==> src/rtl/fft_pkg.sv <==
// Shared FFT datapath definitions: default widths, butterfly latency,
// a complex sample type and the round/saturate helpers used by the
// butterfly output scaler lanes.
package fft_pkg;

    localparam int DATA_WIDTH = 27;
    localparam int TWID_WIDTH = 16;
    localparam int SHIFT      = 15;
    localparam int BF_LATENCY = 4;

    // Working width of the helpers; wide enough that the rounding add
    // never wraps for any supported input width (up to 63 bits).
    localparam int CALC_W = 64;

    typedef struct packed {
        logic signed [DATA_WIDTH-1:0] re;
        logic signed [DATA_WIDTH-1:0] im;
    } cplx_t;

    typedef struct packed {
        logic                     sat;
        logic signed [CALC_W-1:0] value;
    } sat_res_t;

    // Arithmetic right shift by 'shift' with round-half-up.
    function automatic logic signed [CALC_W-1:0] round_shift(
        input logic signed [CALC_W-1:0] y,
        input int                       shift
    );
        logic signed [CALC_W-1:0] half;
        half = '0;
        if (shift > 0) begin
            half = 64'sd1 <<< (shift - 1);
        end
        return (y + half) >>> shift;
    endfunction

    // Clamp r to the signed range of 'width' bits; sat flags a clamp.
    function automatic sat_res_t sat_to_width(
        input logic signed [CALC_W-1:0] r,
        input int                       width
    );
        sat_res_t                 res;
        logic signed [CALC_W-1:0] max_v;
        logic signed [CALC_W-1:0] min_v;
        max_v     = (64'sd1 <<< (width - 1)) - 64'sd1;
        min_v     = -(64'sd1 <<< (width - 1));
        res.sat   = 1'b0;
        res.value = r;
        if (r > max_v) begin
            res.sat   = 1'b1;
            res.value = max_v;
        end else if (r < min_v) begin
            res.sat   = 1'b1;
            res.value = min_v;
        end
        return res;
    endfunction

endpackage

==> src/rtl/bf_scaler_lane.sv <==
// One scaling lane: register 1 holds the rounded/shifted value, register 2
// holds the saturated DATA_WIDTH result. sat_flag is the saturation decision
// for the value currently in register 1, i.e. the one about to be output.
module bf_scaler_lane
    import fft_pkg::*;
#(
    parameter int IN_WIDTH  = 44,
    parameter int OUT_WIDTH = 27,
    parameter int SHIFT_AMT = 15
) (
    input  logic                        clk,
    input  logic                        rst_n,
    input  logic                        en_p0,
    input  logic                        en_p1,
    input  logic signed [IN_WIDTH-1:0]  y,
    output logic signed [OUT_WIDTH-1:0] z,
    output logic                        sat_flag
);

    logic signed [IN_WIDTH-1:0] r_p1;
    sat_res_t                   sat_res;

    // Round stage: load only for a valid sample so values hold otherwise.
    always_ff @(posedge clk or negedge rst_n) begin
        if (!rst_n) begin
            r_p1 <= '0;
        end else if (en_p0) begin
            r_p1 <= IN_WIDTH'(round_shift(CALC_W'(y), SHIFT_AMT));
        end
    end

    // Saturation decision on the rounded value.
    always_comb begin
        sat_res = sat_to_width(CALC_W'(r_p1), OUT_WIDTH);
    end

    assign sat_flag = sat_res.sat;

    // Saturate stage: output register, held while no valid pair advances.
    always_ff @(posedge clk or negedge rst_n) begin
        if (!rst_n) begin
            z <= '0;
        end else if (en_p1) begin
            z <= sat_res.value[OUT_WIDTH-1:0];
        end
    end

endmodule

==> src/rtl/bf_output_scaler.sv <==
// Butterfly output scaler: rounds and saturates the four full-precision
// butterfly outputs back to DATA_WIDTH, aligns the valid tag with the
// butterfly latency, marks the last pair of each frame and keeps a sticky
// overflow flag. Optional macro BF_SCALER_STATS_EN adds a 16-bit saturating
// count of output pairs with at least one saturated lane (sat_count).
module bf_output_scaler
    import fft_pkg::*;
#(
    parameter int  DATA_WIDTH  = fft_pkg::DATA_WIDTH,
    parameter int  TWID_WIDTH  = fft_pkg::TWID_WIDTH,
    parameter int  SHIFT       = fft_pkg::SHIFT,
    parameter int  BF_LATENCY  = fft_pkg::BF_LATENCY,
    parameter int  FRAME_PAIRS = 512,
    localparam int IN_WIDTH    = DATA_WIDTH + TWID_WIDTH + 1
) (
    input  logic                         clk,
    input  logic                         rst_n,
    input  logic                         bf_in_valid,
    input  logic signed [IN_WIDTH-1:0]   yp_r,
    input  logic signed [IN_WIDTH-1:0]   yp_i,
    input  logic signed [IN_WIDTH-1:0]   yq_r,
    input  logic signed [IN_WIDTH-1:0]   yq_i,
    input  logic                         clr_ovf,
    output logic                         out_valid,
    output logic signed [DATA_WIDTH-1:0] zp_r,
    output logic signed [DATA_WIDTH-1:0] zp_i,
    output logic signed [DATA_WIDTH-1:0] zq_r,
    output logic signed [DATA_WIDTH-1:0] zq_i,
    output logic                         frame_last,
    output logic                         ovf_sticky
`ifdef BF_SCALER_STATS_EN
    ,
    output logic [15:0]                  sat_count
`endif
);

    localparam int CNT_W = (FRAME_PAIRS > 1) ? $clog2(FRAME_PAIRS) : 1;
    localparam logic [CNT_W-1:0] CNT_LAST = CNT_W'(FRAME_PAIRS - 1);

    logic [BF_LATENCY-1:0] vld_dly;
    logic                  vld_p0;
    logic                  vld_p1;
    logic [3:0]            sat_lane;
    logic                  sat_any_p1;
    logic [CNT_W-1:0]      cnt;

    // Valid delay line matching the butterfly latency; shifts every cycle.
    always_ff @(posedge clk or negedge rst_n) begin
        if (!rst_n) begin
            vld_dly <= '0;
        end else begin
            vld_dly[0] <= bf_in_valid;
            for (int i = 1; i < BF_LATENCY; i++) begin
                vld_dly[i] <= vld_dly[i-1];
            end
        end
    end

    assign vld_p0 = vld_dly[BF_LATENCY-1];

    // Valid tag following the round and saturate registers.
    always_ff @(posedge clk or negedge rst_n) begin
        if (!rst_n) begin
            vld_p1    <= 1'b0;
            out_valid <= 1'b0;
        end else begin
            vld_p1    <= vld_p0;
            out_valid <= vld_p1;
        end
    end

    bf_scaler_lane #(.IN_WIDTH(IN_WIDTH), .OUT_WIDTH(DATA_WIDTH), .SHIFT_AMT(SHIFT)) u_lane_pr (
        .clk(clk), .rst_n(rst_n), .en_p0(vld_p0), .en_p1(vld_p1),
        .y(yp_r), .z(zp_r), .sat_flag(sat_lane[0])
    );

    bf_scaler_lane #(.IN_WIDTH(IN_WIDTH), .OUT_WIDTH(DATA_WIDTH), .SHIFT_AMT(SHIFT)) u_lane_pi (
        .clk(clk), .rst_n(rst_n), .en_p0(vld_p0), .en_p1(vld_p1),
        .y(yp_i), .z(zp_i), .sat_flag(sat_lane[1])
    );

    bf_scaler_lane #(.IN_WIDTH(IN_WIDTH), .OUT_WIDTH(DATA_WIDTH), .SHIFT_AMT(SHIFT)) u_lane_qr (
        .clk(clk), .rst_n(rst_n), .en_p0(vld_p0), .en_p1(vld_p1),
        .y(yq_r), .z(zq_r), .sat_flag(sat_lane[2])
    );

    bf_scaler_lane #(.IN_WIDTH(IN_WIDTH), .OUT_WIDTH(DATA_WIDTH), .SHIFT_AMT(SHIFT)) u_lane_qi (
        .clk(clk), .rst_n(rst_n), .en_p0(vld_p0), .en_p1(vld_p1),
        .y(yq_i), .z(zq_i), .sat_flag(sat_lane[3])
    );

    // Saturation only counts for a pair that is actually advancing to the output.
    assign sat_any_p1 = vld_p1 & (|sat_lane);

    // Frame position counter and registered last-pair marker.
    always_ff @(posedge clk or negedge rst_n) begin
        if (!rst_n) begin
            cnt        <= '0;
            frame_last <= 1'b0;
        end else begin
            frame_last <= vld_p1 && (cnt == CNT_LAST);
            if (vld_p1) begin
                if (cnt == CNT_LAST) begin
                    cnt <= '0;
                end else begin
                    cnt <= cnt + 1'b1;
                end
            end
        end
    end

    // Sticky overflow: a saturating pair wins over a same-cycle clear.
    always_ff @(posedge clk or negedge rst_n) begin
        if (!rst_n) begin
            ovf_sticky <= 1'b0;
        end else if (sat_any_p1) begin
            ovf_sticky <= 1'b1;
        end else if (clr_ovf) begin
            ovf_sticky <= 1'b0;
        end
    end

`ifdef BF_SCALER_STATS_EN
    // Saturating count of pairs with a clamped lane; clear wins over increment.
    always_ff @(posedge clk or negedge rst_n) begin
        if (!rst_n) begin
            sat_count <= '0;
        end else if (clr_ovf) begin
            sat_count <= '0;
        end else if (sat_any_p1 && (sat_count != 16'hFFFF)) begin
            sat_count <= sat_count + 16'd1;
        end
    end
`endif

endmodule

==> config.mk <==
export PLATFORM = sky130hd
export DESIGN_NAME = bf_output_scaler
export DESIGN_NICKNAME = d
export VERILOG_FILES = /design/src/rtl/fft_pkg.sv /design/src/rtl/bf_scaler_lane.sv /design/src/rtl/bf_output_scaler.sv
export SDC_FILE = /design/constraint.sdc
export NUM_CORES = 1
export LEC_CHECK = 0
export ABC_AREA = 1
export CORE_AREA = 2 2 229 231
export CTS_BUF_LIST = sky130_fd_sc_hd__clkbuf_4 sky130_fd_sc_hd__clkbuf_8
export CTS_CLUSTER_DIAMETER = 100
export CTS_CLUSTER_SIZE = 24
export DETAILED_ROUTE_END_ITERATION = 10
export DIE_AREA = 0 0 231 233
export HOLD_SLACK_MARGIN = 0.06
export PLACE_DENSITY = 0.51
export SLEW_MARGIN = 20
export SYNTH_ARGS = -nofsm -noshare
export SYNTH_HDL_FRONTEND = slang
export SYNTH_SLANG_ARGS = --single-unit
==> constraint.sdc <==
create_clock -name clk -period 2 [get_ports clk]
set_clock_uncertainty 0.15 [all_clocks]
set_input_delay 0.4 -clock clk [delete_from_list [all_inputs] [get_ports clk]]
set_output_delay 0.4 -clock clk [all_outputs]
set_load 0.02 [all_outputs]
==> impl.org <==
** Critical path
- Endpoint arrival time on the critical path :: 1.37 ns
- Among cell families on the critical path, the largest total delay comes from flip-flops.
- Number of buffers and inverters on the critical path :: 1
- Required time worst endpoint :: 1.45 ns
- Path type of the worst setup path :: reg2out
- Slowest library cell on the worst path :: dfrtp_1
- The worst setup path is captured at an output pin.
- Cells traversed along the worst timing path :: dlygate4sd2_1
- Critical-path maximum fanout :: 2
- Slowest Stage Delay on Critical Path :: 0.42 ns
- The worst setup path is launched from a flip-flop.

** STA
- Upper clock frequency limit :: 0.521 GHz
- In this run the tightest slew margin relative to its limit is 0.652.
- At the pin with the least slew margin, the transition time is 0.522 ns.
- In the finished design, the share of the clock period the worst path needs comes to 0.960.
- The count of final hold-check violations is 0.
- The routed design could run at a clock period as short as 1.92 ns.
- Final setup margin :: 0.0794 ns
- Setup violations remaining at the end of the flow were counted as 0.
- The total count of max-transition violations in the final report is 0.

** Pwr
- Overall power after layout :: 13,700 µW
- In this run the power spent charging and discharging nets is 4470 µW.
- Of the total power, combinational logic draws 0.221.
- Cell internal power was estimated by the tool at 9270 µW.
- IR drop worst, VDD :: 0.394 mV
- Switching Fraction :: 0.325
- The analysis attributes to cell leakage a power of 0.00928 µW.
- Power per standard cell area :: 675 nW/µm²
- Of the total power, the clock network draws 0.257.
- Of the total power, registers draw 0.522.

** Detailed routing
- For this block, the routed nets add up to 45,800 µm of wire.
- Vias :: 13,600
- Routed length per instance :: 15.1 µm
- Number of violations reported at the end of detailed-routing iteration 0 :: 780
- Routed vias/inst :: 4.48
- The detail route stage leaves a number of antenna-violating nets equal to 0.
- Before antenna repair, the detailed router went through 5 iterations.
- DR DRC count :: 0

** Floorplan
- Die footprint :: 53,800 µm²
- Floorplan die height :: 233 µm
- Count of boundary I/O pins :: 291
- Initial Util :: 0.298
- The total area inside the core boundary comes to 51,100 µm².
- Die width :: 231 µm
- The floorplan has 83 rows.

** Clock tree
- Num CTS Buffers :: 19
- Maximum level of the CTS H-tree :: 1
- Clock Root Buffer :: clkbuf_8
- The clock drives 301 sinks.
- Clock-pin slew on the worst setup and hold paths :: 0.14 ns
- TritonCTS built the clock tree.
- The longest clock path from root to sink contains 3 buffers.
- Later-pin clock latency in the skew report :: 0.61 ns

** Logic synthesis
- Counting flops with an async set or reset pin after synthesis yields a share of 1.00.
- The number of different library cells used by synthesis comes to 45.
- After synthesis, the share of cell area in mux cells is 0.000657.
- Of the synthesized area, sequential elements account for 0.494.
- The mapped netlist covers 15,200 µm².
- Of the total synthesized cell area, the portion taken by XOR and XNOR cells is 0.0351.
- Of the total synthesized cell area, the portion taken by AND, OR, NAND and NOR gates is 0.318.
- Count of warnings emitted by yosys :: 0
- Library cell with the largest summed area after synthesis :: dfrtp_1
- In the synthesized netlist the dominant register cell turns out to be dfrtp_1.
- In the post-synthesis netlist, the biggest area contributors are dfrtp_1, nand2_1, nor2_1, inv_1, a21oi_2.
- Share of the synthesized area in compound gates (AO/OA/AOI/OAI) :: 0.0943
- A synthesized cell averages 7.96 µm².
- Synthesis inferred 301 register bits.
- Post-synth EDFFs :: 0
- Synthesis produced 1,914 cells.
- Largest family of logic cells by synthesized area :: simple AND/OR/NAND/NOR gates
- The number of nets handed over by synthesis was 2,100.
- Share of the synthesized area in the top cell type :: 0.494
- Synthesized-area fraction occupied by adder cells :: 0.00493

** Job
- Max-cap check violation count :: 0

** Layout
- The area growth from synthesis to layout is 33.5%.
- Fill count :: 5,347
- For this run, the number of standard cells in the final layout without fillers is 3,038.
- Final std cell area, no fill :: 20,300 µm²
- Once layout is complete, the utilization of the core stands at 0.398.
- At the end of the flow, the number of nets in the layout was 2,531.
- Of the cells placed in the final design, the portion with a size suffix greater than 1 is 0.190.

** Global route
- The number of global-route vias before repair was 14,000.
- Entering global routing, the biggest net connects 84 pins.
- For met2 alone, demand over resource in global routing was 0.301.
- For this run the aggregate overflow at the end of global routing stands at 0.
- Across every metal layer, demand over resource in global routing totals 0.172.
- Busiest layer in global routing :: met2
- Global-route met1 utilization :: 0.228
- First-pass GRT wire length :: 74,900 µm
- In the global route stage, met3 resource usage came out at 0.0192.
- The number of antenna violations at the first check in global routing was 1.

** Placed design
- Cell total after placement :: 3,002
- Pre-CTS WS :: -0.333 ns
- The congestion estimate from routability-driven global placement came to 0.914.
- Buffers added on ports :: 234
- After detailed placement, the total cell area comes to 20,000 µm².
- Detailed-placement wirelength estimate :: 33,700 µm

** Outcome
- The flow ran to the end, and the final reports show no timing, DRC or antenna violations.

** Min path
- The worst hold path belongs to the class in2async.
[final timing paths]
kind | startpoint | end | slack (ns) | cells after the start
max reg2reg | cnt[0] | cnt[6] | 0.21 | 7
min reg2reg | vld_dly[1] | vld_dly[2] | 0.22 | 0
max in group asynchronous | rst_n | u_lane_pr.r_p1[36] | 0.87 | 3
max | u_lane_pi.z[15] | zp_i[15] | 0.08 | 1
min | rst_n | u_lane_pr.z[15] | 0.12 | 2
min in group clk | clr_ovf | ovf_sticky | 0.22 | 4
[through the flow]
step                hold WS [ns]  setup TNS [ns]
floorplan                -0.0456               0
global placement           0.171          -30.13
detailed placement         0.167          -31.33
CTS                       0.0674               0
global route              0.0994        -0.00511
finish                     0.115               0
[cell families after synthesis]
family | count (synthesis)
xor+xnor | 61
buf+inv | 185
fa+ha+maj | 6
compound gates | 232
mux | 1
flops | 301
simple gates | 1128
[registers in the layout (all words and copies together), names as in the netlist, 9 cells and up]
signal	count
u_lane_pi.z	27
u_lane_qi.z	27
u_lane_qr.r_p1	44
u_lane_qr.z	27
u_lane_pr.z	27
u_lane_qi.r_p1	44
u_lane_pr.r_p1	44
u_lane_pi.r_p1	44
cnt	9
[what timing repair did]
item / CTS / global route
hold buffers: 2 / 0
resized for setup: 120 / 9
endpoints found under the setup margin: 111 / 8
gates cloned: 0 / 0
hold endpoints to repair: 302 / 0
setup buffers: 0 / 0
pin swaps: 0 / 0
[cells in the final DEF, fill, tap and decap left out, types with 6 or more instances in the layout]
| cell | instances |
|---|---|
| nand4_1 | 13 |
| buf_4 | 223 |
| inv_2 | 21 |
| a21oi_2 | 40 |
| nand3_1 | 54 |
| ha_1 | 6 |
| o21ai_0 | 48 |
| nor2_4 | 7 |
| dfrtp_1 | 299 |
| nand3_2 | 10 |
| clkdlybuf4s15_1 | 7 |
| buf_12 | 12 |
| a31oi_1 | 30 |
| nand2_1 | 611 |
| xor2_1 | 32 |
| xnor2_1 | 29 |
| nand2_2 | 52 |
| nor3_1 | 50 |
| inv_1 | 101 |
| dlygate4sd2_1 | 99 |
| o21ai_1 | 58 |
| a21oi_1 | 45 |
| clkdlybuf4s50_1 | 122 |
| clkbuf_8 | 23 |
| nor2_2 | 14 |
| nor2_1 | 290 |
[cell type report]
| type | count | area [µm²] | area share |
|---|---|---|---|
| well taps | 680 | 851 | 0.0418 |
| clock inverters | 9 | 106 | 0.00523 |
| diodes | 1 | 2.50 | 0.000123 |
| inverters | 123 | 464 | 0.0228 |
| flip-flops and latches | 301 | 7540 | 0.371 |
| repair buffers | 472 | 4160 | 0.204 |
| multi-input cells | 1428 | 6900 | 0.339 |
| clock buffers | 24 | 324 | 0.0159 |
[power groups by stage]
stage | clock (µW) | combinational, µW | sequential (µW)
after global placement | 0 | 3240 | 7290
final | 3530 | 3030 | 7180
after global routing | 3930 | 3370 | 7270
after detailed placement | 0 | 3270 | 7310
after floorplan | 0 | 1260 | 7540
after CTS | 3760 | 3090 | 7190
[Yosys cell counts (2+ instances only)]
master and number:
a21oi_1 45, a21oi_2 40, a21oi_4 3, a31oi_1 30, buf_1 11, buf_12 2, buf_2 16, buf_4 2
buf_6 6, clkbuf_1 23, clkbuf_2 2, dfrtp_1 301, ha_1 6, inv_1 101, inv_2 22, nand2_1 611
nand2_2 52, nand2_4 2, nand3_1 54, nand3_2 10, nand3_4 2, nand3b_1 5, nand4_1 13, nor2_1 290
nor2_2 14, nor2_4 7, nor2_8 2, nor3_1 50, nor3_2 5, o21ai_0 48, o21ai_1 58, o21ai_2 3
o21ai_4 2, or2_0 3, or2_1 2, or2_2 3, xnor2_1 29, xor2_1 32
[metal layers]
layer  vias to the layer above  part of all wire
met5                         -                 0
met4                         0             0.018
met3                        43             0.033
met2                       201              0.48
met1                      6454              0.47
li1                       6921                 -
Power figures use the tool's default switching activity.
